**src/rtl/instr_encoder.sv**
```systemverilog
// RV32I instruction encoder: packs field bundles into 32-bit words, tags each with a
// sequential write address and an error flag, and streams them through a 2-entry FIFO.
module instr_encoder (
  input  logic        clk,
  input  logic        rst,
  input  logic        start,
  input  logic [31:0] base_addr,
  input  logic [15:0] word_count,
  input  logic        in_valid,
  output logic        in_ready,
  input  logic [6:0]  in_opcode,
  input  logic [4:0]  in_rd,
  input  logic [4:0]  in_rs1,
  input  logic [4:0]  in_rs2,
  input  logic [2:0]  in_func3,
  input  logic [6:0]  in_func7,
  input  logic [31:0] in_imm,
  output logic        out_valid,
  input  logic        out_ready,
  output logic [31:0] out_instr,
  output logic [31:0] out_addr,
  output logic        out_err,
  output logic        busy,
  output logic        done,
  output logic [1:0]  state_dbg
);

  // Handshakes: a transfer happens on a rising edge where valid and ready are both 1;
  // valid never waits on ready, and ready here comes only from registered state.
  typedef enum logic [1:0] {IDLE = 2'd0, RUN = 2'd1, DRAIN = 2'd2} state_t;

  localparam logic [31:0] NOP = 32'h0000_0013;

  state_t      state_q;
  logic [15:0] wc_q;
  logic [15:0] acc_cnt_q;
  logic [31:0] addr_q;
  logic        done_q;
  logic [64:0] fifo_q [2];
  logic [1:0]  fifo_cnt_q;
  logic        rd_ptr_q;
  logic        wr_ptr_q;

  logic        push;
  logic        pop;
  logic        last_accept;
  logic        i_rng;
  logic        b_rng;
  logic        j_rng;
  logic        fmt_ok;
  logic        imm_ok;
  logic [31:0] enc_word;
  logic [31:0] enc_instr_d;
  logic        enc_err_d;

  assign in_ready    = (state_q == RUN) && (fifo_cnt_q != 2'd2);
  assign out_valid   = (fifo_cnt_q != 2'd0);
  assign push        = in_valid && in_ready;
  assign pop         = out_valid && out_ready;
  assign last_accept = push && (acc_cnt_q == wc_q - 16'd1);

  assign out_instr = fifo_q[rd_ptr_q][31:0];
  assign out_addr  = fifo_q[rd_ptr_q][63:32];
  assign out_err   = fifo_q[rd_ptr_q][64];
  assign busy      = (state_q != IDLE);
  assign done      = done_q;
  assign state_dbg = state_q;

  // An immediate fits when every bit above its top field bit is a copy of the sign.
  assign i_rng = (in_imm[31:11] == 21'h0) || (in_imm[31:11] == 21'h1F_FFFF);
  assign b_rng = (in_imm[31:12] == 20'h0) || (in_imm[31:12] == 20'hF_FFFF);
  assign j_rng = (in_imm[31:20] == 12'h0) || (in_imm[31:20] == 12'hFFF);

  always_comb begin
    fmt_ok   = 1'b1;
    imm_ok   = 1'b1;
    enc_word = 32'h0;
    case (in_opcode)
      7'b0110011: enc_word = {in_func7, in_rs2, in_rs1, in_func3, in_rd, in_opcode};
      7'b0010011, 7'b0000011, 7'b1100111: begin
        enc_word = {in_imm[11:0], in_rs1, in_func3, in_rd, in_opcode};
        imm_ok   = i_rng;
      end
      7'b0100011: begin
        enc_word = {in_imm[11:5], in_rs2, in_rs1, in_func3, in_imm[4:0], in_opcode};
        imm_ok   = i_rng;
      end
      7'b1100011: begin
        enc_word = {in_imm[12], in_imm[10:5], in_rs2, in_rs1, in_func3,
                    in_imm[4:1], in_imm[11], in_opcode};
        imm_ok   = b_rng && !in_imm[0];
      end
      7'b1101111: begin
        enc_word = {in_imm[20], in_imm[10:1], in_imm[11], in_imm[19:12], in_rd, in_opcode};
        imm_ok   = j_rng && !in_imm[0];
      end
      7'b0110111, 7'b0010111: begin
        enc_word = {in_imm[31:12], in_rd, in_opcode};
        imm_ok   = (in_imm[11:0] == 12'h0);
      end
      default: fmt_ok = 1'b0;
    endcase
    enc_err_d   = !(fmt_ok && imm_ok);
    enc_instr_d = enc_err_d ? NOP : enc_word;
  end

  always_ff @(posedge clk) begin
    if (rst) begin
      state_q    <= IDLE;
      wc_q       <= 16'h0;
      acc_cnt_q  <= 16'h0;
      addr_q     <= 32'h0;
      done_q     <= 1'b0;
      fifo_cnt_q <= 2'd0;
      rd_ptr_q   <= 1'b0;
      wr_ptr_q   <= 1'b0;
      for (int i = 0; i < 2; i++) fifo_q[i] <= 65'h0;
    end else begin
      done_q <= 1'b0;
      case (state_q)
        IDLE: begin
          if (start) begin
            addr_q    <= base_addr;
            wc_q      <= word_count;
            acc_cnt_q <= 16'h0;
            if (word_count == 16'h0) done_q  <= 1'b1;
            else                     state_q <= RUN;
          end
        end
        RUN: begin
          if (push) begin
            addr_q    <= addr_q + 32'd4;
            acc_cnt_q <= acc_cnt_q + 16'd1;
            if (last_accept) state_q <= DRAIN;
          end
        end
        DRAIN: begin
          if (fifo_cnt_q == 2'd0) begin
            state_q <= IDLE;
            done_q  <= 1'b1;
          end
        end
        default: state_q <= IDLE;
      endcase

      if (push) begin
        fifo_q[wr_ptr_q] <= {enc_err_d, addr_q, enc_instr_d};
        wr_ptr_q         <= ~wr_ptr_q;
      end
      if (pop) rd_ptr_q <= ~rd_ptr_q;
      case ({push, pop})
        2'b10:   fifo_cnt_q <= fifo_cnt_q + 2'd1;
        2'b01:   fifo_cnt_q <= fifo_cnt_q - 2'd1;
        default: fifo_cnt_q <= fifo_cnt_q;
      endcase
    end
  end

endmodule
```
**config.mk**
```make
export PLATFORM = sky130hd
export DESIGN_NAME = instr_encoder
export DESIGN_NICKNAME = d
export VERILOG_FILES = /design/src/rtl/instr_encoder.sv
export SDC_FILE = /design/constraint.sdc
export NUM_CORES = 1
export LEC_CHECK = 0
export BUFFER_PORTS_ARGS = -buffer_cell sky130_fd_sc_hd__buf_2
export CORE_ASPECT_RATIO = 1.2
export CORE_MARGIN = 10
export CORE_UTILIZATION = 55
export CTS_BUF_LIST = sky130_fd_sc_hd__clkbuf_2
export DETAILED_ROUTE_END_ITERATION = 10
export GPL_ROUTABILITY_DRIVEN = 0
export PLACE_DENSITY = 0.79
export SYNTH_ARGS = -nofsm -noshare
export SYNTH_HDL_FRONTEND = slang
export SYNTH_SLANG_ARGS = --single-unit
export TNS_END_PERCENT = 1
```
**constraint.sdc**
```tcl
create_clock -name clk -period 6.4 [get_ports clk]
set_clock_uncertainty 0.2 [all_clocks]
set_input_delay 0.64 -clock clk [delete_from_list [all_inputs] [get_ports clk]]
set_output_delay 0.64 -clock clk [all_outputs]
set_load 0.01 [all_outputs]
```
* Yosys cells after proc, flatten, opt, wreduce, memory -nomap -nowiden
Memories as Yosys holds them, arrays and structs flattened. A register that Yosys moved wholly into a read port is not among the register bits.
Cells that the tools add are included.
** Operators by class
- Multiplexer cells :: 31
- $add $sub $neg :: 5
- Eq/ne operators :: 23
- Bitwise gates (word level) :: 2
- Reduce and logical (&&, ||, !) cells :: 31
** Operators by type and width (number)
- one-hot mux 32 bit (6 select lines) :: 1
- two-way mux 32 bit :: 3
- two-way mux 65 bit :: 1
- OR reduction 65 bit :: 1
- one-hot mux 32 bit (2 select lines) :: 1
- adder 32 x 3 -> 32 bit (second input constant) :: 1
- two-way mux 16 bit :: 2
- one-hot mux 16 bit (2 select lines) :: 1
- zero test 12 bit :: 2
- == test 21 bit (second input constant) :: 1
- == test 7 x 6 -> 1 bit (second input constant) :: 3
- == test 7 bit (second input constant) :: 3
- zero test 21 bit :: 1
- == test 20 bit (second input constant) :: 1
- zero test 20 bit :: 1
- adder 16 x 1 -> 16 bit (second input constant) :: 1
- == test 16 bit :: 1
- zero test 16 bit :: 1
- subtractor 16 x 1 -> 16 bit (second input constant) :: 1
- == test 7 x 5 -> 1 bit (second input constant) :: 2
- two-way mux 1 bit :: 13
- == test 12 bit (second input constant) :: 1
- inequality test 2 bit (second input constant) :: 6
- two-way mux 2 bit :: 5
- 22 further kinds :: 38
** Storage, ports and cells
- Memory bits (writable) :: 130
- Memories kept :: 1
- Register bits after elaboration :: 71
- Bits of input ports :: 117
- Word-level logic and storage cells :: 101
- Output and inout port bits :: 71
** Memories
- fifo_q :: depth 2, bits a word 65, rd ports 1, clocked after memory_dff 1, write ports 2, line 39 : logic [64:0] fifo_q [2];

* Longest topological paths before layout
- Depth in word-level cells :: 8
- Gate-level depth with buffers :: 10
- Mapped depth without buffers :: 8

* Worst setup path after synthesis
OpenSTA, ideal clock, no wires.
- Path kind :: reg2reg
- Start :: register state_q[0], in the netlist state_dbg[0]
- End :: memory fifo_q[0][0], enable pin
- Setup time :: 0.502 ns
- Setup slack :: 1.844 ns
- Period minus slack after synthesis :: 4.556 ns
- Path buffers :: 0
- Required time :: 5.698 ns
- Stages on the path, launching flop included :: 4
- Arrival :: 3.855 ns
- Cells stage by stage :: dfxtp_1 and2b_1 nand3_2 o21bai_1
** RTL lines
- start: declaration :: line 34 : state_t state_q;
- start signal: assignment :: line 109 : state_q <= IDLE;
- start signal: assignment :: line 127 : else state_q <= RUN;
- start signal: assignment :: line 134 : if (last_accept) state_q <= DRAIN;
- end: declaration :: line 39

==> impl_metrics.ini <==
[run]
maxCapViolCount = 0

[synthesis]
ys.warnings.count = 0
synth_area_sq_um = 10300
yosysUniqueCellTypes = 70
synth_nets = 1139
yosys_most_used_dff = edfxtp_1
yosysSeqAreaShare = 0.518
synth_area_leader_cell = edfxtp_1
syn_area_per_cell_sq_um = 10.1
ys_ff_latch = 202
async_flop_share = 0
synth_edf_count = 130
syn_inst = 1018
synthTopCellsByArea = edfxtp_1, dfxtp_1, mux2_2, nor2_1, and2_1
yosys.area.top_type_share = 0.378

[critical_path]
r2r_start = state_dbg[1]
worst_setup_path_start_kind = flip-flop
required_ps = 6840
cp-end-kind = flip-flop
max_stage_delay_ps = 780
crit_path_cell_trace = and2b_1, nand3_2, or3b_2, inv_1, o31ai_4, a21oi_1
r2r_end = fifo_q[1][2]
cpMaxStageDelayCell = inv_1
path_class = flip-flop to flip-flop
reg2reg_depth = 6
cp_max_fo = 32
arrival_ps = 3930
rrSetupSlack_ps = 2910

[hold_path]
min_path_type = input port to flip-flop
min_to = addr_q[6]
hp-start = base_addr[6]
hold_depth = 5

[grt]
grt_util_all_layers = 0.225
gr-total-overflow = 0
grt_max_degree = 66
grt_antenna_before_repair = 3
grt_pass1_vias = 9033
grt_pass1_wl_um = 46300

[floorplan]
io_pins = 188
die_w_um = 145
initial_core_util = 0.563
num_rows = 54
fp.dieH_um = 170
dieArea_sq_um = 24700
core_sq_um = 18300

[placement]
io_buffers = 187
dp.cells = 1399
hpwl_um = 19400
post-place-ws_ps = 2730

[clock_tree]
cts_tree = done
clkLatencyLatePin_ps = 830
numCtsBuffers = 49
cts_num_sinks = 202
cts.htree.levels = 2
cts_root_buf = clkbuf_2
path_clk_slew_ps = 110
max-clock-path-buffers = 3

[timing]
tightest_slew_ps = 1260
setup_viol_count_final = 0
min_period_ps = 3490
fin_ws_ps = 2910
slew_headroom = 0.158
drv_slew = 0
hold_viol_final = 0
post-route-period-util = 0.545
fin_hold_ws_ps = 38.1
final.setup.tns_ps = 0
rsz0062_at_grt = no
fmax_mhz = 287

[power]
p_total_w = 0.00316
p_leak_nw = 4.90
vdd_drop_max_mv = 0.165
powerDensity_nw_per_um2 = 252

[status]
outcome = finished, final reports clean

[detailed_routing]
ant_nets = 0
dr.pass1.iters = 5
avgRoutedWirePerCell_um = 18.5
drt-vias-per-instance = 5.79
routed_wl_um = 28900
dr_total_vias = 9050
drcViolationCount = 0
drt-initial-drc-count = 819

[finish]
multi_input_area_sq_um = 4660
register_area_sq_um = 5350
areaGrowthSynthToFinish_pct = 21.5
final_common_cell = buf_2
drive_gt1_frac = 0.280
mostFrequentLayoutCells = buf_2, edfxtp_1, nor2_1
finalNonFillerCells = 1562
layout.nets = 1387
fillers = 1422
[flip-flops by register name, summed over array words and instances (netlist names), named ones only]
register and count:
fifo_q 130, addr_q 32, acc_cnt_q 16, wc_q 16
fifo_cnt_q 2, state_dbg 2, done 1, rd_ptr_q 1
wr_ptr_q 1
[logic make-up after synthesis]
kind of cell	Yosys count	synth area share
AND/OR/NAND/NOR	435	0.215
XOR/XNOR	35	0.0297
buffers and inverters	80	0.0337
flip-flops	202	0.518
adder cells (fa/ha/maj)	4	0.00485
AO/OA/AOI/OAI	195	0.125
multiplexers	67	0.0730
[cells in the mapped netlist (7+ instances only)]
| cell | instances |
|---|---|
| edfxtp_1 | 130 |
| nor2_1 | 121 |
| nand2_1 | 93 |
| dfxtp_1 | 72 |
| and2_1 | 67 |
| mux2_2 | 66 |
| a21oi_1 | 65 |
| clkbuf_1 | 49 |
| o21ai_0 | 33 |
| nand3_1 | 24 |
| nor3_1 | 21 |
| nor4_1 | 20 |
| a22oi_1 | 19 |
| nand4_1 | 19 |
| xor2_1 | 19 |
| xnor2_1 | 16 |
| and3_1 | 14 |
| inv_1 | 14 |
| a222oi_1 | 11 |
| a31oi_1 | 10 |
| a211oi_1 | 8 |
| or4_1 | 8 |
| o31ai_1 | 7 |
| or2_2 | 7 |
[timing repair]
item                                   CTS  global route
gates resized for setup                  0             0
setup buffers                            0             0
endpoints found under the hold margin   69             1
hold buffers                            67             1
[worst max-delay path, delay by kind of cell, from the launching register on]
family / cells / cell delay (ps)
AOI/OAI and AO/OA: 2 / 760
buffers and inverters: 1 / 780
DFF: 1 / 440
and+or+nand+nor: 3 / 1160
[how the worst max path moves through the flow]
stage / slack, ps / cells past startpoint / to / start
3_3_place_gp: 2900 / 7 / fifo_q[0][29] / in_opcode[3]
2_1_floorplan: 1840 / 3 / fifo_q[0][0] / state_dbg[0]
6_report: 2910 / 6 / fifo_q[1][2] / state_dbg[1]
4_1_cts: 2960 / 6 / fifo_q[1][2] / state_dbg[1]
5_1_grt: 2600 / 6 / fifo_q[1][2] / state_dbg[1]
3_5_place_dp: 2730 / 7 / fifo_q[0][18] / in_opcode[3]
[where the power goes]
group	leakage, nW	internal, W	switching [W]
Clock	0.359	0.000359	0.000530
Sequential	1.94	0.00147	0.0000723
Combinational	2.59	0.000319	0.000406
[per-layer routing]
metal	share of wire	wire [um]	global-route usage	vias up
met4	0.033	952	0.0987	0
met1	0.39	11300	0.263	4275
met3	0.080	2330	0.0544	76
met5	0	0	0	-
li1	-	-	-	4275
met2	0.50	14300	0.389	424
[cell type report]
| cell class | instances | share of cell area |
|---|---|---|
| antenna | 3 | 0.000599 |
| clock buffer | 77 | 0.0308 |
| clock inverter | 15 | 0.00709 |
| inverter | 14 | 0.00419 |
| multi-input combinational | 736 | 0.372 |
| sequential | 202 | 0.427 |
| tap | 252 | 0.0252 |
| timing repair buffer | 263 | 0.134 |
[stage by stage]
stage | utilization | area, sq um
2_1_floorplan | - | 10300
3_3_place_gp | 0.621 | 11400
3_5_place_dp | 0.621 | 11400
4_1_cts | 0.683 | 12500
5_1_grt | 0.684 | 12500
6_report | 0.684 | 12500
(Power assumes the default switching activity.)
